File: src/rtl/adder_error_monitor.sv
// Clocked checker comparing a DUV adder against a reference adder.
// Accumulates mismatch counts and error-distance statistics over a
// fixed-length run of accepted vectors, then holds them in DONE.
module adder_error_monitor #(
  parameter int N       = 8,
  parameter int VECTORS = 30000,
  parameter int TYPE    = 1,
  parameter int CNT_W   = 32,
  parameter int SUM_W   = 48
) (
  input  logic             clk,
  input  logic             rst_n,
  input  logic             start,
  input  logic             in_valid,
  input  logic [N-1:0]     s_ref,
  input  logic             cout_ref,
  input  logic             prop_ref,
  input  logic             gen_ref,
  input  logic [N-1:0]     s_duv,
  input  logic             cout_duv,
  input  logic             prop_duv,
  input  logic             gen_duv,
  output logic             busy,
  output logic             done,
  output logic             mismatch,
  output logic [CNT_W-1:0] vec_count,
  output logic [CNT_W-1:0] err_count,
  output logic [CNT_W-1:0] pg_err_count,
  output logic [N:0]       max_ed,
  output logic [SUM_W-1:0] sum_ed,
  output logic [CNT_W-1:0] first_err_idx,
  output logic             first_err_valid
);

  typedef enum logic [1:0] {IDLE, RUN, DONE} state_t;

  state_t         state, state_nxt;
  logic           accept, last, clear;
  logic [N:0]     r_full, d_full, ed;
  logic           sd_mis, pg_mis;
  logic [SUM_W:0] sum_ext;

  // Control qualifiers: vector acceptance, final vector, run (re)start
  always_comb begin
    accept = (state == RUN) && in_valid;
    last   = accept && (vec_count == CNT_W'(VECTORS - 1));
    clear  = (state != RUN) && start;
  end

  // Per-vector comparison and error distance (ED never wraps: N+1 bits)
  always_comb begin
    r_full  = {cout_ref, s_ref};
    d_full  = {cout_duv, s_duv};
    ed      = (r_full >= d_full) ? (r_full - d_full) : (d_full - r_full);
    sd_mis  = (r_full != d_full);
    pg_mis  = (TYPE == 1) && ((prop_ref != prop_duv) || (gen_ref != gen_duv));
    sum_ext = {1'b0, sum_ed} + (SUM_W + 1)'(ed);
  end

  // State register
  always_ff @(posedge clk or negedge rst_n) begin
    if (!rst_n) state <= IDLE;
    else        state <= state_nxt;
  end

  // Next-state logic
  always_comb begin
    state_nxt = state;
    case (state)
      IDLE:    if (start) state_nxt = RUN;
      RUN:     if (last)  state_nxt = DONE;
      DONE:    if (start) state_nxt = RUN;
      default: state_nxt = IDLE;
    endcase
  end

  // Status outputs decoded from state
  always_comb begin
    busy = (state == RUN);
    done = (state == DONE);
  end

  // Statistics accumulators: cleared on run start, updated per accepted vector
  always_ff @(posedge clk or negedge rst_n) begin
    if (!rst_n) begin
      mismatch        <= 1'b0;
      vec_count       <= '0;
      err_count       <= '0;
      pg_err_count    <= '0;
      max_ed          <= '0;
      sum_ed          <= '0;
      first_err_idx   <= '0;
      first_err_valid <= 1'b0;
    end else if (clear) begin
      mismatch        <= 1'b0;
      vec_count       <= '0;
      err_count       <= '0;
      pg_err_count    <= '0;
      max_ed          <= '0;
      sum_ed          <= '0;
      first_err_idx   <= '0;
      first_err_valid <= 1'b0;
    end else if (accept) begin
      mismatch  <= sd_mis || pg_mis;
      vec_count <= (vec_count == '1) ? vec_count : vec_count + 1'b1;
      if (sd_mis && (err_count != '1))
        err_count <= err_count + 1'b1;
      if (pg_mis && (pg_err_count != '1))
        pg_err_count <= pg_err_count + 1'b1;
      if (ed > max_ed)
        max_ed <= ed;
      sum_ed <= sum_ext[SUM_W] ? '1 : sum_ext[SUM_W-1:0];
      if (sd_mis && !first_err_valid) begin
        first_err_idx   <= vec_count;
        first_err_valid <= 1'b1;
      end
    end
  end

endmodule

File: config.mk
export PLATFORM = sky130hd
export DESIGN_NAME = adder_error_monitor
export DESIGN_NICKNAME = d
export VERILOG_FILES = /design/src/rtl/adder_error_monitor.sv
export SDC_FILE = /design/constraint.sdc
export NUM_CORES = 1
export LEC_CHECK = 0
export CAP_MARGIN = 40
export CORE_ASPECT_RATIO = 1.1
export CORE_UTILIZATION = 40
export DETAILED_ROUTE_END_ITERATION = 12
export HOLD_SLACK_MARGIN = 0.02
export PLACE_DENSITY_LB_ADDON = 0.08
export RECOVER_POWER = 100
export SETUP_SLACK_MARGIN = 0.5
export SYNTH_ARGS = -nofsm -noshare
export SYNTH_HDL_FRONTEND = slang
export SYNTH_SLANG_ARGS = --single-unit
File: constraint.sdc
create_clock -name clk -period 3.3 [get_ports clk]
set_clock_uncertainty 0.05 [all_clocks]
set_input_delay 0.33 -clock clk [delete_from_list [all_inputs] [get_ports clk]]
set_output_delay 0.33 -clock clk [all_outputs]
set_load 0.03 [all_outputs]
# == Yosys cells after proc, flatten, opt, wreduce, memory -nomap -nowiden ==
# Cells that the tools add are included.
# word_totals
ff_bits,189
input_bits,26
# op_classes
addsub,6
n_lt_le_gt_ge,2
eq_ne,13
n_mux,27
n_reduce_logical,22
# op_table
cell,n
$mux W32,12
$mux W48,3
$add A32 B1 Y32 const B,3
$ne A32 B32 Y1 const B,2
$add A48 B9 Y49,1
$mux W9,4
$eq A32 B15 Y1 const B,1
$eq A32 B32 Y1 const B,1
$sub A9 B9 Y9,2
$reduce_and A2 Y1,6
$reduce_bool A2 Y1,5
$ge A9 B9 Y1,1
$gt A9 B9 Y1,1
$ne A9 B9 Y1,1
$logic_and A1 B1 Y1,6
$ne A2 B1 Y1 const B,3
$mux W1,5
$mux W2,2
$pmux W2 S2,1
$eq A2 B1 Y1 const B,1
$eq A2 B2 Y1 const B,1
$logic_not A2 Y1,1
$logic_or A1 B1 Y1,2
$ne A1 B1 Y1,2
3 further kinds,3

# == Depth between registers and ports, before layout ==
# Gate-level depths: netlist of the first run.
# depth
word_depth,6
ltp_mapped,20
mapped_depth_nobuf,18

# == Least setup slack after synthesis of the first run ==
# Ideal clock, no wire load.
# synth_path
path_type,input-to-reg
start,input port s_ref[3]
end,register sum_ed[31]
setup_ns,0.087
t_arrival_ns,4.199
setup_slack_ns,-1.036
stages,19
cell_sequence,inv_1 -> ha_1 -> buf_2 -> and3_1 -> a2111oi_0 -> nor3_1 -> a31oi_4 -> mux2i_1 -> xnor2_1 -> ha_1 -> nor2b_1 -> o21a_1 -> o211ai_1 -> a2111o_1 -> buf_6 -> and4_4 -> buf_6 -> a41o_1 -> a211oi_2
# synth_via
elab_chain_cells,6
# synth_lines
element,line_no,text
start: declaration,15,"input logic [N-1:0] s_ref,"
$sub A9 B9 Y9 / $ge A9 B9 Y1 (equally long branches),54,ed = (r_full >= d_full) ? (r_full - d_full) : (d_full - r_full);
$mux W9 (*),54,
$add A48 B9 Y49 (*),57,"sum_ext = {1'b0, sum_ed} + (SUM_W + 1)'(ed);"
$mux W48 (*),112,sum_ed <= sum_ext[SUM_W] ? '1 : sum_ext[SUM_W-1:0];
$mux W48 (*),103,end else if (accept) begin
$mux W48 (*),94,end else if (clear) begin
end signal: assignment,112,
end: declaration,30,"output logic [SUM_W-1:0] sum_ed,"
# Mark *: on every way between the ends. The rest lies on a longest branch, timed or not. The select of a mux whose other input is x is not followed.
# A chain may end at the register's enable or synchronous reset.

# == Worst setup path in the final report of the first run ==
# layout_path
start,input port s_ref[1]
end,register sum_ed[19]
# The elaborated chain is that of the path after synthesis.

==> flow_metrics.env, run 1 <==
export IMPL_syn_cell_area_um2=10800
export IMPL_io_pins=215
export IMPL_fp_dieH_um=174
export IMPL_grt_pass1_wl_um=50800
export IMPL_tightest_slew_ns=2.35
export IMPL_layout_cells_non_filler=1885
export IMPL_setup_ws_ns=-0.481
export IMPL_die_w_um=158
export IMPL_post_drt_wl_per_cell_um=16.9
export IMPL_synth_top_area_share=0.439
export IMPL_ys_top_cells_by_area="dfrtp_1, nor2_1, ha_1, nand2_1, xnor2_1"
export IMPL_p_per_area_nw_per_um2=578
export IMPL_yosysMostFrequentCell="dfrtp_1"
export IMPL_finalMaxSlewViolations=92
export IMPL_setup_tns_ns=-21.18
export IMPL_yosysUniqueCellTypes=72
export IMPL_synth_edff_count=0
export IMPL_end_kind="register"
export IMPL_row_count=62
export IMPL_grt_usage=0.233
export IMPL_ir_drop_mv=0.424
export IMPL_layout_min_cycle_time_ns=3.78
export IMPL_leakagePower_nw=7.02
export IMPL_grt_overflow_total=0
export IMPL_gp_congestion=0.855
export IMPL_dieArea_um2=27600
export IMPL_syn_nets=1266
export IMPL_dp_hpwl_um=21900
export IMPL_pre_cts_slack_ns=-1.39
export IMPL_avgViaCountPerCell=5.31
export IMPL_violations="capacitance limit, slew limit, setup timing"
export IMPL_ant_nets=0
export IMPL_filler_cell_count=2351
export IMPL_cts_buffers=17
export IMPL_synth_async_reset_ratio=1.00
export IMPL_grt_pass1_vias=9525
export IMPL_synth_seq_area_share=0.439
export IMPL_drc=0
export IMPL_slew_headroom=-0.569
export IMPL_htreeDepth=4
export IMPL_run_status="finished, violations left"
export IMPL_core_area_um2=26300
export IMPL_fmax_ghz=0.264
export IMPL_critical_path_arrival_ns=4.07
export IMPL_rsz0062_at_grt="yes"
export IMPL_min_path_type="primary input to register"
export IMPL_nNetsFinal=1586
export IMPL_critical_path_class="primary input to register"
export IMPL_synth_seq_cells=189
export IMPL_finalSetupViolCount=57
export IMPL_dr_pass1_iters=5
export IMPL_place_inst=1816
export IMPL_synth_common_cells="dfrtp_1, nor2_1, nand2_1, o21ai_0, a21oi_1"
export IMPL_cts_tree="built"
export IMPL_drive_gt1_frac=0.198
export IMPL_clock_latency_ns=0.44
export IMPL_start_util=0.409
export IMPL_cts_sinks=189
export IMPL_vias=10005
export IMPL_synthCells=1199
export IMPL_yosys_warnings=0
export IMPL_antenna_found_initial=1
export IMPL_cts_root_buf="clkbuf_16"
export IMPL_maxCapViolations=1
export IMPL_worstPathRequired_ns=3.58
export IMPL_synthToLayoutAreaGrowth_pct=44.0
export IMPL_crit_fanout=5
export IMPL_drt_total_wl_um=31900
export IMPL_synth_avg_cell_area_um2=8.98
export IMPL_period_share=1.15
export IMPL_finalHoldViolCount=0
export IMPL_drt_initial_drc_count=592
export IMPL_synth_ff_type="dfrtp_1"
export IMPL_synth_top_area_cell="dfrtp_1"
export IMPL_grt_max_degree=92
export IMPL_start_kind="primary input"
export IMPL_clk_pin_slew_ns=0.08
export IMPL_clk_path_buf_depth=2
export IMPL_port_buffers=214
[stage by stage]
stage	instance area, um2	total power, W	hold WS (ns)	utilization
after floorplan	10900	0.00489	-0.0156	-
after global placement	14100	0.00636	0.418	0.537
after detailed placement	14100	0.00640	0.417	0.537
after CTS	15200	0.00896	0.285	0.578
after global routing	15500	0.00945	0.266	0.589
final	15500	0.00896	0.266	0.589
[sequential cells by signal (all words and copies together) (netlist names)]
signal,flops
vec_count,32
first_err_valid,1
err_count,32
max_ed,9
mismatch,1
sum_ed,48
first_err_idx,32
state,2
pg_err_count,32
[power by group]
part | switching [W] | internal (W)
Sequential | 0.000355 | 0.00260
Clock | 0.000946 | 0.00132
Combinational | 0.00198 | 0.00176
Total | 0.00328 | 0.00568
[final cells by class]
type	count	area, um2	share of cell area
well taps	352	440	0.0284
repair buffers	354	3290	0.212
flip-flops and latches	189	4730	0.305
clock buffers	21	460	0.0297
clock inverters	11	179	0.0115
inverters	56	220	0.0142
diodes	1	2.50	0.000161
multi-input cells	901	6180	0.399
[per-layer routing]
| metal | GRT usage | wire (um) |
|---|---|---|
| met1 | 0.319 | 14500 |
| met2 | 0.365 | 15200 |
| met3 | 0.0536 | 1800 |
| met4 | 0.0701 | 450 |
| met5 | 0 | 0 |
[timing repair]
item | 4_1_cts | 5_1_grt
pin swaps | 49 | 33
cloned | 2 | 1
endpoints found under the setup margin | 57 | 58
hold endpoints to repair | 88 | 0
gates resized for setup | 125 | 64
hold buffers | 1 | 0
buffers inserted | 23 | 9
[logic make-up after synthesis]
family	Yosys count	share of synthesized area
simple gates	519	0.243
compound gates	228	0.133
flops	189	0.439
buf+inv	110	0.0405
xor+xnor	95	0.0773
fa+ha+maj	41	0.0498
mux	17	0.0166
[placed cells by master, fill, tap and decap left out, types with 6 or more instances in the layout]
cell             netlist  layout
o21ai_0               74      60
a31oi_1               23      19
clkdlybuf4s50_1        0      25
xnor2_1               48      45
and3_1                25      24
a21o_1                 7       7
inv_1                 56      45
nor2_1               153     147
mux2i_1               10       6
nand3_1               47      44
dlygate4sd3_1          0     171
or3_1                 11      11
o21ai_2                0       7
dfrtp_1              189     189
a21oi_1               59      52
a21oi_2                1       8
inv_2                  0       8
buf_2                  6       7
a311oi_1               7       6
and2_1                17      11
buf_6                  2      25
o21ai_1                0       7
buf_4                  0     110
nand4_1               37      37
clkbuf_16              0      18
and4_4                 3       6
nor3_2                 1      10
xor2_1                47      47
nor3_1                39      29
ha_4                   0      11
nand2_1              125     124
o21a_1                 9       8
and4_1                21      19
ha_1                  38      27
nor4_1                10      10
mux2_4                 0       7
[worst max-delay path, stage by stage]
cell,delay [ns]
buf_8,0.10
inv_4,0.05
ha_4,0.19
and4_4,0.20
a2111oi_4,0.38
nor3_4,0.08
a31oi_4,0.24
buf_6,0.17
mux2i_4,0.25
xnor2_2,0.15
ha_1,0.28
a21oi_1,0.19
o21ai_1,0.11
a21oi_1,0.18
buf_4,0.17
a2111o_1,0.27
buf_6,0.13
and4_4,0.26
nand2_1,0.06
a32o_1,0.25
[final timing paths]
path                       startpoint            end  slack, ns  depth (start not counted)
setup / recovery             s_ref[1]     sum_ed[19]      -0.48                         20
hold / removal               s_duv[0]      max_ed[0]       0.27                          4
setup reg to reg            sum_ed[0]     sum_ed[15]       0.46                         11
hold reg to reg              mismatch       mismatch       0.43                          1
max in group asynchronous       rst_n  vec_count[26]       0.41                          3
min in group asynchronous       rst_n     sum_ed[26]       1.09                          2
Power figures use the tool's default switching activity.
==> run 2: changes to the inputs <==
--- a/config.mk
+++ b/config.mk
@@ -5,6 +5,7 @@
 export SDC_FILE = /design/constraint.sdc
 export NUM_CORES = 1
 export LEC_CHECK = 0
+export ABC_CLOCK_PERIOD_IN_PS = 3300
 export CAP_MARGIN = 40
 export CORE_ASPECT_RATIO = 1.1
 export CORE_UTILIZATION = 40
==> results of run 2 <==
Same layout as run 1: the final DEF is identical, and so are final timing and power.
